File: config.mk
export PLATFORM = sky130hd
export DESIGN_NAME = hazard_scoreboard_flat
export DESIGN_NICKNAME = d
export VERILOG_FILES = /design/src/rtl/hazard_scoreboard_if.sv /design/src/rtl/hazard_scoreboard.sv /design/src/flat_wrapper.sv
export SDC_FILE = /design/constraint.sdc
export NUM_CORES = 1
export LEC_CHECK = 0
export ABC_CLOCK_PERIOD_IN_PS = 2100
export CELL_PAD_IN_SITES_DETAIL_PLACEMENT = 1
export CELL_PAD_IN_SITES_GLOBAL_PLACEMENT = 1
export CORE_ASPECT_RATIO = 1.5
export CORE_UTILIZATION = 38
export DETAILED_ROUTE_END_ITERATION = 10
export GPL_TIMING_DRIVEN = 0
export PLACE_DENSITY_LB_ADDON = 0.2
export SLEW_MARGIN = 20
export SYNTH_ARGS = -nofsm -noshare
export SYNTH_HDL_FRONTEND = slang
export SYNTH_SLANG_ARGS = --single-unit
File: constraint.sdc
create_clock -name clock -period 2.1 [get_ports clock]
set_input_delay 0.21 -clock clock [delete_from_list [all_inputs] [get_ports clock]]
set_output_delay 0.21 -clock clock [all_outputs]
set_load 0.005 [all_outputs]
File: src/rtl/hazard_scoreboard_if.sv
// Decode-to-hazard-unit bundle: decoded register-write controls in,
// stall / bypass selects / mult-div scoreboard out.
interface hazard_scoreboard_if #(
   parameter int REG_BITS = 5
);
   logic                id_valid;
   logic [REG_BITS-1:0] id_rs_a;
   logic [REG_BITS-1:0] id_rs_b;
   logic                id_we;
   logic [REG_BITS-1:0] id_wreg;
   logic                id_is_load;
   logic                id_is_multdiv;
   logic                md_done;
   logic                stall;
   logic [1:0]          fwd_a;
   logic [1:0]          fwd_b;
   logic                md_busy;
   logic [REG_BITS-1:0] md_wreg;

   modport master (
      output id_valid, id_rs_a, id_rs_b, id_we, id_wreg, id_is_load, id_is_multdiv, md_done,
      input  stall, fwd_a, fwd_b, md_busy, md_wreg
   );

   modport slave (
      input  id_valid, id_rs_a, id_rs_b, id_we, id_wreg, id_is_load, id_is_multdiv, md_done,
      output stall, fwd_a, fwd_b, md_busy, md_wreg
   );
endinterface

File: src/rtl/hazard_scoreboard.sv
// Tracks decoded register writes through X/M/W to generate the decode stall,
// registered execute bypass selects and the single outstanding mult/div destination.
module hazard_scoreboard #(
   parameter int                  REG_BITS = 5,
   parameter logic [REG_BITS-1:0] ZERO_REG = '0
) (
   input  logic               clock,
   input  logic               reset,
   hazard_scoreboard_if.slave bus
);

   typedef struct packed {
      logic                valid;
      logic                we;
      logic [REG_BITS-1:0] wreg;
      logic                is_load;
      logic                is_multdiv;
   } stage_t;

   localparam logic [1:0] FWD_RF = 2'b00;
   localparam logic [1:0] FWD_XM = 2'b01;
   localparam logic [1:0] FWD_MW = 2'b10;

   stage_t              x_q, x_d, m_q, m_d, w_q, w_d;
   logic                md_busy_q, md_busy_d;
   logic [REG_BITS-1:0] md_wreg_q, md_wreg_d;
   logic [1:0]          fwd_a_q, fwd_a_d, fwd_b_q, fwd_b_d;
   logic                stall;
   logic                md_pending;

   function automatic logic is_writer(input stage_t s);
      return s.valid & s.we & (s.wreg != ZERO_REG) & ~s.is_multdiv;
   endfunction

   function automatic logic reads(input logic [REG_BITS-1:0] rs, input logic [REG_BITS-1:0] wreg);
      return (rs != ZERO_REG) && (rs == wreg);
   endfunction

   function automatic logic [1:0] fwd_sel(input stage_t x, input stage_t m,
                                          input logic [REG_BITS-1:0] rs);
      if (is_writer(x) && reads(rs, x.wreg))      return FWD_XM;
      else if (is_writer(m) && reads(rs, m.wreg)) return FWD_MW;
      else                                        return FWD_RF;
   endfunction

   // A result still owed by the mult/div unit; md_done releases it in the same cycle.
   assign md_pending = md_busy_q & ~bus.md_done;

   always_comb begin
      logic haz_load, haz_md, haz_md_x, haz_struct;
      haz_load   = is_writer(x_q) & x_q.is_load &
                   (reads(bus.id_rs_a, x_q.wreg) | reads(bus.id_rs_b, x_q.wreg));
      haz_md     = md_pending & (md_wreg_q != ZERO_REG) &
                   ((md_wreg_q == bus.id_rs_a) | (md_wreg_q == bus.id_rs_b) |
                    (bus.id_we & (md_wreg_q == bus.id_wreg)));
      haz_md_x   = x_q.valid & x_q.is_multdiv & (x_q.wreg != ZERO_REG) &
                   ((x_q.wreg == bus.id_rs_a) | (x_q.wreg == bus.id_rs_b) |
                    (x_q.wreg == bus.id_wreg));
      haz_struct = bus.id_is_multdiv & (md_pending | (x_q.valid & x_q.is_multdiv));
      stall      = bus.id_valid & (haz_load | haz_md | haz_md_x | haz_struct);
   end

   always_comb begin
      w_d = m_q;
      m_d = x_q;
      x_d = '{valid: bus.id_valid & ~stall, we: bus.id_we, wreg: bus.id_wreg,
              is_load: bus.id_is_load, is_multdiv: bus.id_is_multdiv};

      fwd_a_d = FWD_RF;
      fwd_b_d = FWD_RF;
      if (bus.id_valid && !stall) begin
         fwd_a_d = fwd_sel(x_q, m_q, bus.id_rs_a);
         fwd_b_d = fwd_sel(x_q, m_q, bus.id_rs_b);
      end

      // A new mult/div leaving X takes priority over a completion on the same edge.
      md_busy_d = md_busy_q;
      md_wreg_d = md_wreg_q;
      if (x_q.valid && x_q.is_multdiv) begin
         md_busy_d = 1'b1;
         md_wreg_d = x_q.wreg;
      end else if (bus.md_done && md_busy_q) begin
         md_busy_d = 1'b0;
      end
   end

   always_ff @(posedge clock) begin
      if (reset) begin
         x_q.valid <= 1'b0;
         m_q.valid <= 1'b0;
         w_q.valid <= 1'b0;
         md_busy_q <= 1'b0;
         md_wreg_q <= '0;
         fwd_a_q   <= FWD_RF;
         fwd_b_q   <= FWD_RF;
      end else begin
         x_q       <= x_d;
         m_q       <= m_d;
         w_q       <= w_d;
         md_busy_q <= md_busy_d;
         md_wreg_q <= md_wreg_d;
         fwd_a_q   <= fwd_a_d;
         fwd_b_q   <= fwd_b_d;
      end
   end

   assign bus.stall   = stall;
   assign bus.fwd_a   = fwd_a_q;
   assign bus.fwd_b   = fwd_b_q;
   assign bus.md_busy = md_busy_q;
   assign bus.md_wreg = md_wreg_q;

   // W is kept for pipeline depth/debug visibility; nothing downstream reads it here.
   logic unused_w;
   assign unused_w = ^w_q;

endmodule

File: src/flat_wrapper.sv
// flat-port wrapper written by rule: the top's interface ports become plain ports
module hazard_scoreboard_flat 
#(
   parameter int                  REG_BITS = 5,
   parameter logic [REG_BITS-1:0] ZERO_REG = '0
)
  (clock, reset, bus_id_valid, bus_id_rs_a, bus_id_rs_b, bus_id_we, bus_id_wreg, bus_id_is_load, bus_id_is_multdiv, bus_md_done, bus_stall, bus_fwd_a, bus_fwd_b, bus_md_busy, bus_md_wreg);
  hazard_scoreboard_if #(.REG_BITS(REG_BITS)) bus_i ();
  input  logic clock;
  input  logic reset;
  input wire logic [$bits(bus_i.id_valid)-1:0] bus_id_valid;
  input wire logic [$bits(bus_i.id_rs_a)-1:0] bus_id_rs_a;
  input wire logic [$bits(bus_i.id_rs_b)-1:0] bus_id_rs_b;
  input wire logic [$bits(bus_i.id_we)-1:0] bus_id_we;
  input wire logic [$bits(bus_i.id_wreg)-1:0] bus_id_wreg;
  input wire logic [$bits(bus_i.id_is_load)-1:0] bus_id_is_load;
  input wire logic [$bits(bus_i.id_is_multdiv)-1:0] bus_id_is_multdiv;
  input wire logic [$bits(bus_i.md_done)-1:0] bus_md_done;
  output wire logic [$bits(bus_i.stall)-1:0] bus_stall;
  output wire logic [$bits(bus_i.fwd_a)-1:0] bus_fwd_a;
  output wire logic [$bits(bus_i.fwd_b)-1:0] bus_fwd_b;
  output wire logic [$bits(bus_i.md_busy)-1:0] bus_md_busy;
  output wire logic [$bits(bus_i.md_wreg)-1:0] bus_md_wreg;
  assign bus_i.id_valid = bus_id_valid;
  assign bus_i.id_rs_a = bus_id_rs_a;
  assign bus_i.id_rs_b = bus_id_rs_b;
  assign bus_i.id_we = bus_id_we;
  assign bus_i.id_wreg = bus_id_wreg;
  assign bus_i.id_is_load = bus_id_is_load;
  assign bus_i.id_is_multdiv = bus_id_is_multdiv;
  assign bus_i.md_done = bus_md_done;
  assign bus_stall = bus_i.stall;
  assign bus_fwd_a = bus_i.fwd_a;
  assign bus_fwd_b = bus_i.fwd_b;
  assign bus_md_busy = bus_i.md_busy;
  assign bus_md_wreg = bus_i.md_wreg;
  hazard_scoreboard #(.REG_BITS(REG_BITS), .ZERO_REG(ZERO_REG)) u_core (.clock(clock), .reset(reset), .bus(bus_i));
endmodule
=== Word-level counts from Yosys, hierarchy flattened ===
Cells that the tools add are included.

* Memories: 0
* Latch bits: 0
* Register bits after elaboration: 27
* ROM bits: 0
* RAM bits: 0

* Multiplexer cells: 6
* $add $sub $neg: 0
* Shift-type cells: 0
* Order comparisons: 0
* Divide/modulo/power cells: 0
* Reduce and logical (&&, ||, !) cells: 21
* Multiply operators: 0
* Eq/ne operators: 10
* Bitwise gates (word level): 32

{| class="wikitable"
|+ Operators by type and width
! kind !! count
|-
| $eq A5 B5 Y1 || 10
|-
| $reduce_bool A5 Y1 || 5
|-
| $and A1 B1 Y1 || 18
|-
| $logic_and A1 B1 Y1 || 11
|-
| $or A1 B1 Y1 || 9
|-
| $reduce_or A3 Y1 || 2
|-
| $not A1 Y1 || 5
|-
| $mux W1 || 4
|-
| $mux W2 || 2
|-
| $reduce_bool A2 Y1 || 1
|-
| $reduce_or A2 Y1 || 1
|-
| $logic_not A1 Y1 || 1
|}

=== Logic depth before layout (Yosys ltp) ===
Gate-level depths: netlist of the first run.

* Depth after elaboration: 13
* Depth in mapped cells: 7
* Mapped depth without buffers: 6

=== Least setup slack after synthesis of the first run ===
No wires, ideal clock.

* Kind: reg-to-output
* From: register u_core.x_q (netlist bit u_core.m_d[3])
* To: output bus_stall
* Buffers on the path: 0
* Setup slack: 0.200 ns
* Data required time: 1.890 ns
* Stages on the path, launching flop included: 7
* Data arrival time: 1.690 ns
* Cells stage by stage: edfxtp_1 > or4_1 > o21a_1 > nand3b_4 > a211oi_2 > nor4_4 > nor2b_1

* Longest elaborated chain between the ends: 9
* Elaborated cells on any way between the ends: 21
* Classes of those cells: eq/ne: 5; bitwise: 13; reduce/logical: 3

{| class="wikitable"
|+ Ends and longest elaborated chain
! what !! line !! RTL
|-
| from (decl) || hazard_scoreboard.sv:24 || <nowiki>stage_t x_q, x_d, m_q, m_d, w_q, w_d;</nowiki>
|-
| $reduce_bool A5 Y1 || hazard_scoreboard.sv:32, hazard_scoreboard.sv:56 ||
|-
| $and A1 B1 Y1 (2 in series) || hazard_scoreboard.sv:32 || <nowiki>return s.valid & s.we & (s.wreg != ZERO_REG) & ~s.is_multdiv;</nowiki>
|-
| $and A1 B1 Y1 (2 in series) || hazard_scoreboard.sv:51 || <nowiki>haz_load = is_writer(x_q) & x_q.is_load &</nowiki>
|-
| $or A1 B1 Y1 || hazard_scoreboard.sv:60 || <nowiki>stall = bus.id_valid & (haz_load | haz_md | haz_md_x | haz_struct);</nowiki>
|-
| $or A1 B1 Y1 * (2 in series) || hazard_scoreboard.sv:60 ||
|-
| $and A1 B1 Y1 * || hazard_scoreboard.sv:60 ||
|-
| to (decl) || flat_wrapper.sv:19 || <nowiki>output wire logic [$bits(bus_i.stall)-1:0] bus_stall;</nowiki>
|}

Mark *: on every way between the ends. The rest lies on a longest branch, timed or not.

=== Worst setup path in the final report of the first run ===
* From: register u_core.x_q (netlist bit u_core.m_d[4])
* To: output bus_stall

The elaborated chain is that of the path after synthesis.

==> impl_metrics.tcl, run 1 <==
set metrics [dict create \
    mostFrequentLayoutCell "clkdlybuf4s50_1" \
    crit_required_ps 1890 \
    critical_path_class "reg2out" \
    postSynthNetCount 165 \
    grt_usage_pct 21.8 \
    setup_viol_count_final 1 \
    die_w_um 53.0 \
    grt_remaining_overflow 0 \
    detailroute.wirelength.met3_um 72 \
    synth_sequential_area_ratio_pct 46.5 \
    ctsHoldBuffers 0 \
    drive_above_1_share_pct 16.0 \
    timing.setup.tns_ps -170 \
    dr_wl_met2_um 2200 \
    vias 1208 \
    yosysWarningCount 0 \
    tritoncts_clock_tree "yes" \
    violations "negative setup slack" \
    yosys_register_bits 27 \
    floorplan.io_pins 33 \
    synth_cell_types 27 \
    rsz0062_at_grt "yes" \
    pwr_density_cell_nw_per_um2 583 \
    postSynthCellCount 143 \
    coreArea_um2 3720 \
    cts.sinks 27 \
    final.setup.worst_slack_ps -170 \
    die_height_um 78.5 \
    ant_nets 0 \
    global_route_wire_length_before_repair_um 6530 \
    critPathArrivalTime_ps 2060 \
    areaGrowthSynthToFinish_pct 35.4 \
    power.static_leakage_uw 0.000745 \
    num-fill-cells 435 \
    routed_wl_um 4060 \
    routed.top_layer "met4" \
    detail_route.first_pass.iterations 4 \
    route.detailed.drc 0 \
    hold_crit_path_type "in2reg" \
    met1_length_um 1720 \
    endpoint_kind "output pin" \
    drt_iter0_drc 5 \
    crit_fanout 2 \
    std_cell_rows 27 \
    ir_worst_vdd_v 0.000385 \
    clk_root_buffer_cell "clkbuf_8" \
    clock_latency_ps 280 \
    dpl.hpwl_um 3010 \
    number_of_antenna_violations_at_the_first_check_in_global_routing 0 \
    worst-r2r-setup-slack_ps 110 \
    worst_slew_margin_rel_pct 57.7 \
    number_of_pins_exceeding_their_max_slew_limit_in_the_final_report 0 \
    cts_htree_levels 1 \
    multi_input_logic_area_um2 801 \
    initial_core_util_pct 39.9 \
    viasPerCell 5.23 \
    max_freq_mhz 441 \
    setup.worst_path.start_class "register" \
    diodes 0 \
    report.final.hold_viol_count 0 \
    max_cap_violations 0 \
    worstMarginPinSlew_ps 634 \
    finalNetCount 211 \
    first_global_vias 1313 \
    worst_hold_slack_ps 287 \
    run_status "finished, violations left" \
    commonest_cells_after_routing_fill_and_taps_aside "clkdlybuf4s50_1, xor2_1, edfxtp_1" \
    die_area_um2 4160 \
    ff_latch_area_um2 691 \
    clock_tree.buffer_depth 2 \
    postSynthAreaPerCell_um2 10.4 \
    port_buffer_cells 31 \
    period_share_pct 108 \
    wire_per_inst_um 17.6 \
    finalWorstPathRequiredPeriod_ps 2270 \
    cts_made_buffers 3 \
    gp_congestion 0.857 \
    path_clk_slew_ps 100 \
    grt_start_max_net_pins 16 \
    mappedNetlistArea_um2 1480 \
    clock_skew_ps 2.08 \
]
## metrics by stage
step                      area (um^2)  instances  utilization (%)  worst slack (ps)  total power (uW)
after CTS                        1980        230             53.4              -178              1170
after global routing             2010        231             54.1              -262              1220
after floorplan                  1480        143                -               200               742
after global placement           1850        217             49.7              -508               835
after detailed placement         1850        217             49.7              -533               847
final                            2010        231             54.1              -170              1170
## cell type report
cell class	count	share of cell area [%]
Multi-Input combinational cell	110	39.9
Sequential cell	27	34.4
Timing Repair Buffer	41	18.9
Tap cell	43	2.68
Clock buffer	3	2.05
Buffer	4	1.49
Inverter	2	0.374
Clock inverter	1	0.249
## sequential cells by signal, indices dropped and copies added (netlist names)
name	count
u_core.bus.md_busy	1
u_core.bus.fwd_b	2
u_core.m_q	8
u_core.bus.fwd_a	2
u_core.m_d	9
u_core.bus.md_wreg	5
## cells by family (layout without fill, tap and decap cells)
family	after synthesis	count (layout)	share of synthesized area (%)
simple gates	59	59	22.8
flops	27	27	46.5
compound gates	11	11	4.55
buf+inv	6	51	2.53
xor+xnor	40	40	23.6
## where the power goes
group	internal, uW	total, uW	switching (uW)
Sequential	590	618	28.2
Clock	133	305	172
Combinational	127	248	121
Total	850	1170	321
## cells in the mapped netlist
library cell | number | area share [%]
o21ai_0 | 1 | 0.34
nor2b_1 | 5 | 2.1
nor4_1 | 1 | 0.42
clkbuf_1 | 1 | 0.25
a21oi_1 | 6 | 2.0
or4_1 | 3 | 1.5
nor3_1 | 10 | 3.4
and2_2 | 1 | 0.51
dfxtp_1 | 12 | 16
clkbuf_8 | 1 | 0.93
o21a_1 | 1 | 0.51
a211oi_2 | 1 | 0.84
nor4_4 | 1 | 1.4
nand3b_4 | 1 | 1.3
buf_4 | 1 | 0.51
nand4_1 | 2 | 0.84
nand2_1 | 11 | 2.8
and4b_1 | 2 | 1.3
a31oi_1 | 2 | 0.84
xor2_1 | 27 | 16
xnor2_1 | 13 | 7.7
clkbuf_2 | 1 | 0.34
edfxtp_1 | 15 | 30
and3_2 | 2 | 1.0
inv_1 | 2 | 0.51
nor2_1 | 8 | 2.0
nand3_1 | 12 | 4.0
## layer usage
metal,GRT usage [%],up-vias
li1,-,585
met1,25.5,591
met2,39.5,24
met3,2.33,8
met4,7.11,0
met5,0,-
## repair_timing
item                                    4_1_cts  5_1_grt
setup buffers                                 9        1
pin swaps                                     7        2
endpoints found under the setup margin        5        6
resized for setup                             9        3
## final timing paths
path                               startpoint             endpoint  cells after the start
worst max-delay path            u_core.m_d[4]            bus_stall                      7
worst min register to register  u_core.m_d[2]        u_core.m_q[2]                      0
worst max register to register  u_core.m_d[4]  u_core.bus.fwd_b[1]                      7
worst min-delay path                    reset   u_core.bus.md_busy                      2
## worst max-delay path, stage by stage (launching register included)
cell and delay [ps]:
edfxtp_1 420, or4_1 530, o21a_1 240, nand2_2 100, a31oi_4 40, nor4_4 250, nor2b_1 70, buf_2 130
No activity file was read; power rests on OpenSTA's default activity.
==> run 2: changes to the inputs <==
- CORE_ASPECT_RATIO: 1.5 -> 2
==> run 2 against run 1 <==
- the run still ends with negative setup slack left
- non-clock buffer count is 3 higher
- die area rose by 0.23%
- cell area grew 1.1%
- core utilization grew 1.0 points
- total power grew 0.89%
==> impl_metrics.tcl, run 2 (synthesis gave the netlist of run 1 again) <==
set metrics [dict create \
    cts_htree_levels 1 \
    port_buffer_cells 31 \
    coreArea_um2 3680 \
    die_height_um 90.4 \
    dr_wl_met2_um 2490 \
    place_worst_setup_slack_ps -568 \
    endpoint_kind "output pin" \
    met1_length_um 1600 \
    detailroute.wirelength.met3_um 120 \
    ir_worst_vdd_v 0.000523 \
    critical_path_class "reg2out" \
    grt_start_max_net_pins 16 \
    commonest_cells_after_routing_fill_and_taps_aside "clkdlybuf4s50_1, xor2_1, edfxtp_1" \
    clock_skew_ps 4.48 \
    detail_route.first_pass.iterations 4 \
    grt_remaining_overflow 0 \
    crit_required_ps 1890 \
    reg2regPathDepth 8 \
    finalNetCount 214 \
    gp_congestion 0.790 \
    critPathArrivalTime_ps 2120 \
    initial_core_util_pct 40.3 \
    worst_hold_path.num_cells 2 \
    viasPerCell 5.21 \
    largest_register_ffs 9 \
    final.setup.worst_slack_ps -227 \
    cts_made_buffers 3 \
    die_area_um2 4170 \
    worst_slew_margin_rel_pct 57.0 \
    global_route_wire_length_before_repair_um 6470 \
    finalPower_uw 1180 \
    period_share_pct 111 \
    setup.worst_path.start_class "register" \
    mostFrequentLayoutCell "clkdlybuf4s50_1" \
    worst_hold_slack_ps 298 \
    max_freq_mhz 430 \
    die_w_um 46.2 \
    ant_nets 0 \
    drive_above_1_share_pct 16.8 \
    clock_latency_ps 280 \
    vias 1251 \
    drt_iter0_drc 26 \
    pwr_density_cell_nw_per_um2 582 \
    grt_usage_pct 21.7 \
    diodes 0 \
    violations "negative setup slack" \
    rsz0062_at_grt "yes" \
    wire_per_inst_um 18.0 \
    setup_viol_count_final 1 \
    first_global_vias 1354 \
    routed_wl_um 4330 \
    cts.sinks 27 \
    routed.top_layer "met4" \
    number_of_pins_exceeding_their_max_slew_limit_in_the_final_report 0 \
    report.final.hold_viol_count 0 \
    crit_fanout 5 \
    areaGrowthSynthToFinish_pct 36.8 \
    worstMarginPinSlew_ps 644 \
    clk_root_buffer_cell "clkbuf_8" \
    dpl.hpwl_um 3090 \
    tritoncts_clock_tree "yes" \
    hold_crit_path_type "in2reg" \
    number_of_antenna_violations_at_the_first_check_in_global_routing 0 \
    max_cap_violations 0 \
    finalWorstPathRequiredPeriod_ps 2330 \
    power.static_leakage_uw 0.000762 \
    run_status "finished, violations left" \
    floorplan.io_pins 33 \
    route.detailed.drc 0 \
    path_clk_slew_ps 100 \
    clock_tree.buffer_depth 2 \
    ctsHoldBuffers 0 \
    std_cell_rows 31 \
]
[run 2: cell types whose count changed in the layout (fill, tap and decap cells not counted)]
cell / before / now
nand2_1: 10 / 11
a211oi_4: 1 / 0
nand2_2: 1 / 0
nand3_2: 2 / 1
a31oi_4: 1 / 0
a211oi_2: 0 / 1
buf_6: 0 / 2
xor2_2: 0 / 1
nand3_1: 10 / 11
xor2_1: 27 / 26
a31oi_2: 0 / 1
buf_4: 11 / 12
[run 2: per-layer routing]
| layer | vias up | track usage, % |
|---|---|---|
| li1 | 596 | - |
| met1 | 607 | 22.6 |
| met2 | 36 | 39.7 |
| met3 | 12 | 2.00 |
| met4 | 0 | 10.3 |
| met5 | - | 0 |
[run 2: repair_timing]
action / CTS / global route
pin swaps: 7 / 7
gates resized for setup: 6 / 5
endpoints found under the setup margin: 6 / 5
buffers inserted: 10 / 4
[run 2: path summary, 6_finish.rpt]
check | from | to | slack [ps]
max | u_core.m_d[6] | bus_stall | -230
min reg2reg | u_core.m_d[0] | u_core.m_q[0] | 460
min | reset | u_core.bus.md_busy | 300
max reg2reg | u_core.m_d[6] | u_core.bus.fwd_b[1] | 40
[run 2: power by group]
part           internal [uW]  switching, uW  leakage, uW
registers                590           30.3     0.000244
clock network            133            173    0.0000255
logic                    134            121     0.000492
[run 2: worst max-delay path, stage by stage (launching register included)]
cell,delay (ps)
edfxtp_1,510
buf_4,200
xor2_1,160
nor3_2,210
nand3_1,140
a211oi_2,310
nor4_4,80
nor2b_1,110
buf_2,110
[run 2: per-stage QoR]
stage / TNS [ps] / cells / instance area (um^2) / utilization (%)
after floorplan: 0 / 143 / 1480 / -
after detailed placement: -731 / 223 / 1860 / 50.4
after global routing: -343 / 240 / 2030 / 55.1
after CTS: -219 / 237 / 1980 / 53.8
final: -227 / 240 / 2030 / 55.1
after global placement: -530 / 223 / 1860 / 50.4
[run 2: cell type report]
class	count	area, um^2
fillers	417	1650
repair buffers	44	410
plain buffers	4	30.0
clock inverters	1	5.00
inverters	2	7.51
well taps	49	61.3
flip-flops and latches	27	691
multi-input cells	110	785
clock buffers	3	41.3
